===== src/rtl/writeback.sv =====
// Writeback stage: GPR/EFLAGS retirement, a store path to the dcache and a REPNE refetch FSM.
// Define WB_STORE_QUEUE_EN to buffer stores in an SQ_DEPTH-entry queue; otherwise stores drive the dcache directly.
module writeback #(
    parameter int          SQ_DEPTH  = 4,
    parameter logic [31:0] FLAGS_RST = 32'h0000_0002
) (
    input  logic        CLK,
    input  logic        RST,
    input  logic        WB_V,
    input  logic [31:0] WB_EIP,
    input  logic [31:0] WB_NEIP,
    input  logic        WB_LD_GPR1,
    input  logic        WB_LD_GPR2,
    input  logic        WB_LD_GPR3,
    input  logic        WB_LD_FLAGS,
    input  logic        WB_MEM_WR,
    input  logic        WB_FIRST_REPNE,
    input  logic [1:0]  WB_DATASIZE,
    input  logic [6:0]  WB_FLAGS_AFFECTED,
    input  logic [31:0] WB_ALU32_RESULT,
    input  logic [31:0] WB_FLAGS,
    input  logic [31:0] WB_CMPS_POINTER,
    input  logic [31:0] WB_COUNT,
    input  logic [31:0] WB_ADDRESS,
    input  logic [2:0]  WB_DR1,
    input  logic [2:0]  WB_DR2,
    input  logic [2:0]  WB_DR3,
    output logic        WB_STALL,
    output logic [2:0]  GPR_WE,
    output logic [2:0]  GPR_DR1,
    output logic [2:0]  GPR_DR2,
    output logic [2:0]  GPR_DR3,
    output logic [31:0] GPR_D1,
    output logic [31:0] GPR_D2,
    output logic [31:0] GPR_D3,
    output logic [31:0] FLAGS,
    output logic        DC_WR_V,
    output logic [31:0] DC_WR_ADDR,
    output logic [31:0] DC_WR_DATA,
    output logic [1:0]  DC_WR_SIZE,
    input  logic        DC_WR_ACK,
    output logic        REP_REDIRECT,
    output logic [31:0] REP_EIP
);

    typedef enum logic {
        REP_IDLE   = 1'b0,
        REP_ACTIVE = 1'b1
    } rep_state_e;

    // Mask order is {OF,DF,SF,ZF,AF,PF,CF}; bit 1 of EFLAGS is hardwired to one.
    function automatic logic [31:0] merge_flags(input logic [31:0] cur,
                                                input logic [31:0] upd,
                                                input logic [6:0]  mask);
        logic [31:0] res;
        res = cur;
        if (mask[0]) res[0]  = upd[0];
        if (mask[1]) res[2]  = upd[2];
        if (mask[2]) res[4]  = upd[4];
        if (mask[3]) res[6]  = upd[6];
        if (mask[4]) res[7]  = upd[7];
        if (mask[5]) res[10] = upd[10];
        if (mask[6]) res[11] = upd[11];
        res[1] = 1'b1;
        return res;
    endfunction

    logic        stall;
    logic        retire;
    logic [31:0] flags_p0;
    logic [31:0] flags_nx;
    logic        zf_nx;
    rep_state_e  state_p0;
    rep_state_e  state_nx;
    logic        redirect_nx;
    logic        rep_latch;
    logic        rep_redirect_p0;
    logic [31:0] rep_eip_p0;
    logic        unused_inputs;

    assign unused_inputs = ^{WB_NEIP, WB_FLAGS[31:12], WB_FLAGS[9:8], WB_FLAGS[5],
                             WB_FLAGS[3], WB_FLAGS[1]};

    assign WB_STALL = stall;
    assign retire   = RST & WB_V & ~stall;

    assign GPR_WE  = {3{retire}} & {WB_LD_GPR3, WB_LD_GPR2, WB_LD_GPR1};
    assign GPR_DR1 = WB_DR1;
    assign GPR_DR2 = WB_DR2;
    assign GPR_DR3 = WB_DR3;
    assign GPR_D1  = WB_ALU32_RESULT;
    assign GPR_D2  = WB_CMPS_POINTER;
    assign GPR_D3  = WB_COUNT;

`ifdef WB_STORE_QUEUE_EN
    localparam int PTR_W = (SQ_DEPTH > 1) ? $clog2(SQ_DEPTH) : 1;
    localparam int CNT_W = PTR_W + 1;

    logic [31:0]      sq_addr [SQ_DEPTH];
    logic [31:0]      sq_data [SQ_DEPTH];
    logic [1:0]       sq_size [SQ_DEPTH];
    logic [PTR_W-1:0] wr_ptr_p0;
    logic [PTR_W-1:0] rd_ptr_p0;
    logic [CNT_W-1:0] cnt_p0;
    logic             sq_full;
    logic             sq_empty;
    logic             sq_push;
    logic             sq_pop;

    // Full comes from the registered count, so a same-cycle pop cannot free a slot for the stalled store.
    assign sq_full  = (cnt_p0 == CNT_W'(SQ_DEPTH));
    assign sq_empty = (cnt_p0 == '0);
    assign stall    = RST & WB_V & WB_MEM_WR & sq_full;
    assign sq_push  = retire & WB_MEM_WR;
    assign sq_pop   = ~sq_empty & DC_WR_ACK;

    always_ff @(posedge CLK) begin
        if (!RST) begin
            wr_ptr_p0 <= '0;
            rd_ptr_p0 <= '0;
            cnt_p0    <= '0;
        end else begin
            if (sq_push) wr_ptr_p0 <= wr_ptr_p0 + PTR_W'(1);
            if (sq_pop)  rd_ptr_p0 <= rd_ptr_p0 + PTR_W'(1);
            case ({sq_push, sq_pop})
                2'b10:   cnt_p0 <= cnt_p0 + CNT_W'(1);
                2'b01:   cnt_p0 <= cnt_p0 - CNT_W'(1);
                default: cnt_p0 <= cnt_p0;
            endcase
        end
    end

    always_ff @(posedge CLK) begin
        if (sq_push) begin
            sq_addr[wr_ptr_p0] <= WB_ADDRESS;
            sq_data[wr_ptr_p0] <= WB_ALU32_RESULT;
            sq_size[wr_ptr_p0] <= WB_DATASIZE;
        end
    end

    assign DC_WR_V    = ~sq_empty;
    assign DC_WR_ADDR = sq_addr[rd_ptr_p0];
    assign DC_WR_DATA = sq_data[rd_ptr_p0];
    assign DC_WR_SIZE = sq_size[rd_ptr_p0];
`else
    localparam int UNUSED_SQ_DEPTH = SQ_DEPTH;

    assign DC_WR_V    = RST & WB_V & WB_MEM_WR;
    assign DC_WR_ADDR = WB_ADDRESS;
    assign DC_WR_DATA = WB_ALU32_RESULT;
    assign DC_WR_SIZE = WB_DATASIZE;
    assign stall      = DC_WR_V & ~DC_WR_ACK;
`endif

    assign flags_nx = (retire & WB_LD_FLAGS)
                    ? merge_flags(flags_p0, WB_FLAGS, WB_FLAGS_AFFECTED)
                    : flags_p0;
    assign zf_nx    = flags_nx[6];

    always_ff @(posedge CLK) begin
        if (!RST) flags_p0 <= FLAGS_RST;
        else      flags_p0 <= flags_nx;
    end

    assign FLAGS = flags_p0;

    always_ff @(posedge CLK) begin
        if (!RST) state_p0 <= REP_IDLE;
        else      state_p0 <= state_nx;
    end

    // A retiring REPNE head takes priority over a count write in the same instruction.
    always_comb begin
        state_nx = state_p0;
        case (state_p0)
            REP_IDLE: begin
                if (retire && WB_FIRST_REPNE) state_nx = REP_ACTIVE;
            end
            REP_ACTIVE: begin
                if (retire && WB_FIRST_REPNE) begin
                    state_nx = REP_ACTIVE;
                end else if (retire && WB_LD_GPR3) begin
                    if ((WB_COUNT == 32'd0) || zf_nx) state_nx = REP_IDLE;
                end
            end
            default: state_nx = REP_IDLE;
        endcase
    end

    always_comb begin
        rep_latch   = retire & WB_FIRST_REPNE;
        redirect_nx = 1'b0;
        if ((state_p0 == REP_ACTIVE) && retire && WB_LD_GPR3 && !WB_FIRST_REPNE &&
            (WB_COUNT != 32'd0) && !zf_nx)
            redirect_nx = 1'b1;
    end

    always_ff @(posedge CLK) begin
        if (!RST) begin
            rep_redirect_p0 <= 1'b0;
            rep_eip_p0      <= 32'd0;
        end else begin
            rep_redirect_p0 <= redirect_nx;
            if (rep_latch) rep_eip_p0 <= WB_EIP;
        end
    end

    assign REP_REDIRECT = rep_redirect_p0;
    assign REP_EIP      = rep_eip_p0;

endmodule


===== config.mk =====
export PLATFORM = sky130hd
export DESIGN_NAME = writeback
export DESIGN_NICKNAME = d
export VERILOG_FILES = /design/src/rtl/writeback.sv
export SDC_FILE = /design/constraint.sdc
export NUM_CORES = 1
export LEC_CHECK = 0
export ABC_AREA = 1
export CORE_AREA = 2 2 190 192
export DETAILED_ROUTE_END_ITERATION = 8
export DIE_AREA = 0 0 192 194
export PLACE_DENSITY = 0.5
export SLEW_MARGIN = 20
export SYNTH_ARGS = -nofsm -noshare
export SYNTH_HDL_FRONTEND = slang
export SYNTH_SLANG_ARGS = --single-unit

===== constraint.sdc =====
create_clock -name CLK -period 1.58 [get_ports CLK]
set_input_delay 0.474 -clock CLK [delete_from_list [all_inputs] [get_ports CLK]]
set_output_delay 0.474 -clock CLK [all_outputs]
set_load 0.01 [all_outputs]

Word level (Yosys, flattened, before mapping)
Index checks and enable logic that the tools add are counted.
{"block": "classes", "mux": 11, "addsub": 0, "reduce_logical": 18, "mul": 0, "n_eq_ne": 0, "shift": 0, "order_cmp": 0, "bitwise_logic": 10, "div": 0}
{"operator": "$logic_not 32->1", "count": 1}
{"operator": "$reduce_bool 32->1", "count": 1}
{"operator": "$reduce_and 2->1", "count": 6}
{"operator": "$mux 1", "count": 9}
{"operator": "$logic_and 1x1->1", "count": 7}
{"operator": "$mux 7", "count": 1}
{"operator": "$and 1x1->1", "count": 6}
{"operator": "$and 3x3->3", "count": 1}
{"operator": "$not 1->1", "count": 3}
{"operator": "$logic_not 1->1", "count": 2}
{"operator": "$pmux 1 s2", "count": 1}
{"operator": "$logic_or 1x1->1", "count": 1}
{"block": "word_totals", "regBits": 41, "mem_bits_ro": 0, "memories": 0, "elab_cells": 49, "latchBits": 0, "out_inout_bits": 241, "input_bits": 252, "ramBits": 0}

Longest topological paths before layout
Gate-level depths: netlist (run 1).
{"block": "depth", "word_depth": 12, "mapped_depth": 8, "depth_no_buf": 8}

Least setup slack after synthesis (run 1)
Ideal clock, no wire load.
{"block": "synth_timing", "path_kind": "input port to output port", "start": "in RST", "end": "out GPR_WE[0]", "path_stages": 4, "slack_ns": 0.171, "t_arrival_ns": 0.935, "t_required_ns": 1.106, "n_path_buf": 0, "cell_sequence": "nand2_2 a21oi_4 inv_2 nor2_1"}
{"block": "synth_between", "elab_chain_len": 6}
{"item": "start: declaration", "line_no": "8", "source": "input logic RST,"}
{"item": "$and 1x1->1 (*)", "line_no": "85, 148"}
{"item": "$and 1x1->1", "line_no": "148", "source": "assign DC_WR_V = RST & WB_V & WB_MEM_WR;"}
{"item": "$and 1x1->1", "line_no": "152", "source": "assign stall = DC_WR_V & ~DC_WR_ACK;"}
{"item": "$not 1->1", "line_no": "85", "source": "assign retire = RST & WB_V & ~stall;"}
{"item": "$and 1x1->1 (*)", "line_no": "85"}
{"item": "$and 3x3->3 (*)", "line_no": "87", "source": "assign GPR_WE = {3{retire}} & {WB_LD_GPR3, WB_LD_GPR2, WB_LD_GPR1};"}
{"item": "end: declaration", "line_no": "29", "source": "output logic [2:0] GPR_WE,"}
Mark *: on every way between the ends. The rest lies on a longest branch, timed or not.

Worst setup path in the final report (run 1)
{"block": "layout_timing", "start": "in WB_COUNT[8]", "end": "out GPR_D3[8]"}
{"item": "start: declaration", "line_no": "23", "source": "input logic [31:0] WB_COUNT,"}
{"item": "end: declaration", "line_no": "35", "source": "output logic [31:0] GPR_D3,"}
No word-level cell between the ends.

==> results of run 1 <==
## cells by family after synthesis
kind of cell           share of synthesized area
buffers and inverters                     0.5129
and+or+nand+nor                           0.1638
other                                   0.002313
AOI/OAI and AO/OA                        0.06821
DFF                                       0.2528
## synth_stat cells (3+ instances only)
library cell,number,area share
buf_6,6,0.021
nor2_2,7,0.013
nand2_1,30,0.035
buf_4,197,0.46
o21ai_1,21,0.032
dfxtp_1,41,0.25
o21ai_0,12,0.018
nor2_1,76,0.088
a21oi_1,8,0.012
inv_1,25,0.029
nand3_1,8,0.012
clkbuf_1,3,0.0035
## layer usage
layer,global-route usage,up-vias
met5,0.006631,-
met4,0.06503,2
met3,0.04380,83
met2,0.08758,219
met1,0.07040,1022
li1,-,1134
## tightest hold or removal path, cell delays in order (launching register included)
cell and delay, ps:
dfxtp_1 310, nand2_1 60, a21oi_1 50
## what timing repair did
action	4_1_cts	5_1_grt
setup endpoints to repair	116	6
gates cloned	0	0
pin swaps	4	2
resized for setup	215	9
## layout make-up
cell class              instances  area (µm²)
clock inverters                 2       37.54
clock buffers                   6       138.9
repair buffers                175        1662
inverters                      28       107.6
fillers                      4155       31000
flip-flops and latches         41       820.8
multi-input cells             194       877.1
well taps                     461       576.8
## power breakdown
part           leakage [nW]  switching (mW)  internal, mW
Sequential            0.334          0.0215          1.08
Clock                0.0831           0.457         0.790
Combinational          1.50           0.297         0.321
## per-stage QoR
stage | TNS [ps] | instances
after floorplan | 0 | 469
after global placement | -39900 | 899
final | 0 | 907
after detailed placement | -40320 | 899
after CTS | -84.52 | 907
after global routing | 0 | 907
## worst paths after layout
kind / slack [ps] / endpoint / cells past startpoint
hold / removal: 460 / FLAGS[11] / 2
setup reg to reg: 590 / REP_REDIRECT / 5
hold reg to reg: 460 / FLAGS[11] / 2
setup / recovery: 20 / GPR_D3[8] / 2
## sequential cells by signal (all words and copies together) (netlist names)
name and cells:
FLAGS 7, state_p0 1, REP_REDIRECT 1, REP_EIP 32
## placed cells by master, fill, tap and decap left out, types with 3 or more instances in the layout
master,n
buf_4,9
a21oi_1,8
nor2_2,9
inv_2,5
o21ai_0,12
buf_6,9
clkdlybuf4s15_1,4
nand3_1,8
clkbuf_16,5
nor2_1,72
dlygate4sd2_1,71
buf_12,3
conb_1,25
clkdlybuf4s50_1,51
inv_1,22
buf_2,9
clkdlybuf4s15_2,18
dfxtp_1,41
o21ai_1,21
nand2_1,28
==> flow_summary.yaml, run 1 <==
setup_path:
  crit_fanout: 2
  criticalPathCategory: "primary input to primary output"
  path_cells: "clkdlybuf4s50_1, buf_2"
  cp_data_required_time_ps: 1110
  end_kind: "primary output"
  crit_slowest_cell: "clkdlybuf4s50_1"
  r2r_start: "FLAGS[6]"
  worstSetupStartpointType: "primary input"
  arrival_ps: 1090
  worstSetupStartpoint: "WB_COUNT[8]"
  path_buf_inv: 2
  crit_path_max_incr_delay_ps: 480
  crit_family: "buffers and inverters"
timing:
  min_period_ps: 1560
  drv_slew: 0
  rsz0062_at_grt: "no"
  setup_viol: 0
  hold_viol: 0
  finalCritPeriodShare: 0.9872
  fmax_mhz: 641.1
  whs_ps: 459.9
  finalClockSkew_ps: 0.1116
  setup_slack_ps: 20.29
synthesis:
  postSynthCellCount: 446
  syn-cell-area_um2: 3247
  yosysSeqAreaShare: 0.2528
  ys_ff_latch: 41
  yosys_warnings: 0
  synth.distinct_cells: 21
  ys_async_sr_fraction: 0
  synthFlopType: "dfxtp_1"
  synth-edff-count: 0
  postSynthAreaPerCell_um2: 7.280
drt:
  drc: 0
  first_pass_iters: 4
  vias: 2460
  met2_length_mm: 4.994
  initialDrtViolationCount: 55
  met3_length_mm: 2.292
  wirelength_mm: 13.34
  top_layer: "met5"
  wl_per_cell_um: 14.71
  via_per_inst: 2.712
  drtAntennaViolNets: 0
  met1_length_mm: 4.779
floorplan:
  core_um2: 35220
  dieArea_um2: 37250
  rows: 69
  chipWidth_um: 192
  fp.dieH_um: 194
  io_pins: 493
  start_util: 0.09218
cells_and_area:
  diodes: 0
  final_layout_size_suffix_gt1_frac: 0.1749
  final_util: 0.1198
  synthToLayoutAreaGrowth_pct: 29.98
  nets: 697
  finalInstanceArea_um2: 4220
global_routing:
  grt_pass1_wl_mm: 17.59
  grt_pass1_vias: 2482
  grt_max_degree: 34
  gr-total-overflow: 0
  grt_usage: 0.06716
  antenna_found_initial: 0
cts:
  htree_levels: 2
  cts_setup_buffers: 0
  cts_buffers: 5
  cts_num_sinks: 41
  clkLatencyLatePin_ps: 290
  clock_tree.buffer_depth: 2
  cts-root-buf: "clkbuf_16"
  clkTransAtPathRegs_ps: 60
  cts_tree: "yes"
  cts_hold_buf: 0
power_and_ir_drop:
  powerDensity_nw_per_um2: 702.4
  design_power_total_mw: 2.965
  leakage_nw: 1.916
  vdd.ir_drop.worst_mv: 0.4237
placed_design:
  place_congestion: 0.7160
  pre_cts_ws_ps: -959.2
  hpwl_mm: 11.40
  port_buffers: 164
  place_area_um2: 4109
run_status:
  status: "finished clean"
min_path:
  min-delay-path-class: "register to register"
  min-delay-start: "FLAGS[11]"
flow_run:
  drv_cap: 0
Note: power is estimated with default switching activity, not from simulation.
==> run 2, diff against run 1 <==
Settings changed: GPL_ROUTABILITY_DRIVEN set to 1.
==> results of run 2 <==
No change in the layout: final DEF, timing and power equal those of run 1.
==> run 3, diff against run 2 <==
Settings changed: SLEW_MARGIN 20 to not set.
==> results of run 3 <==
No change in the layout: final DEF, timing and power equal those of run 1.
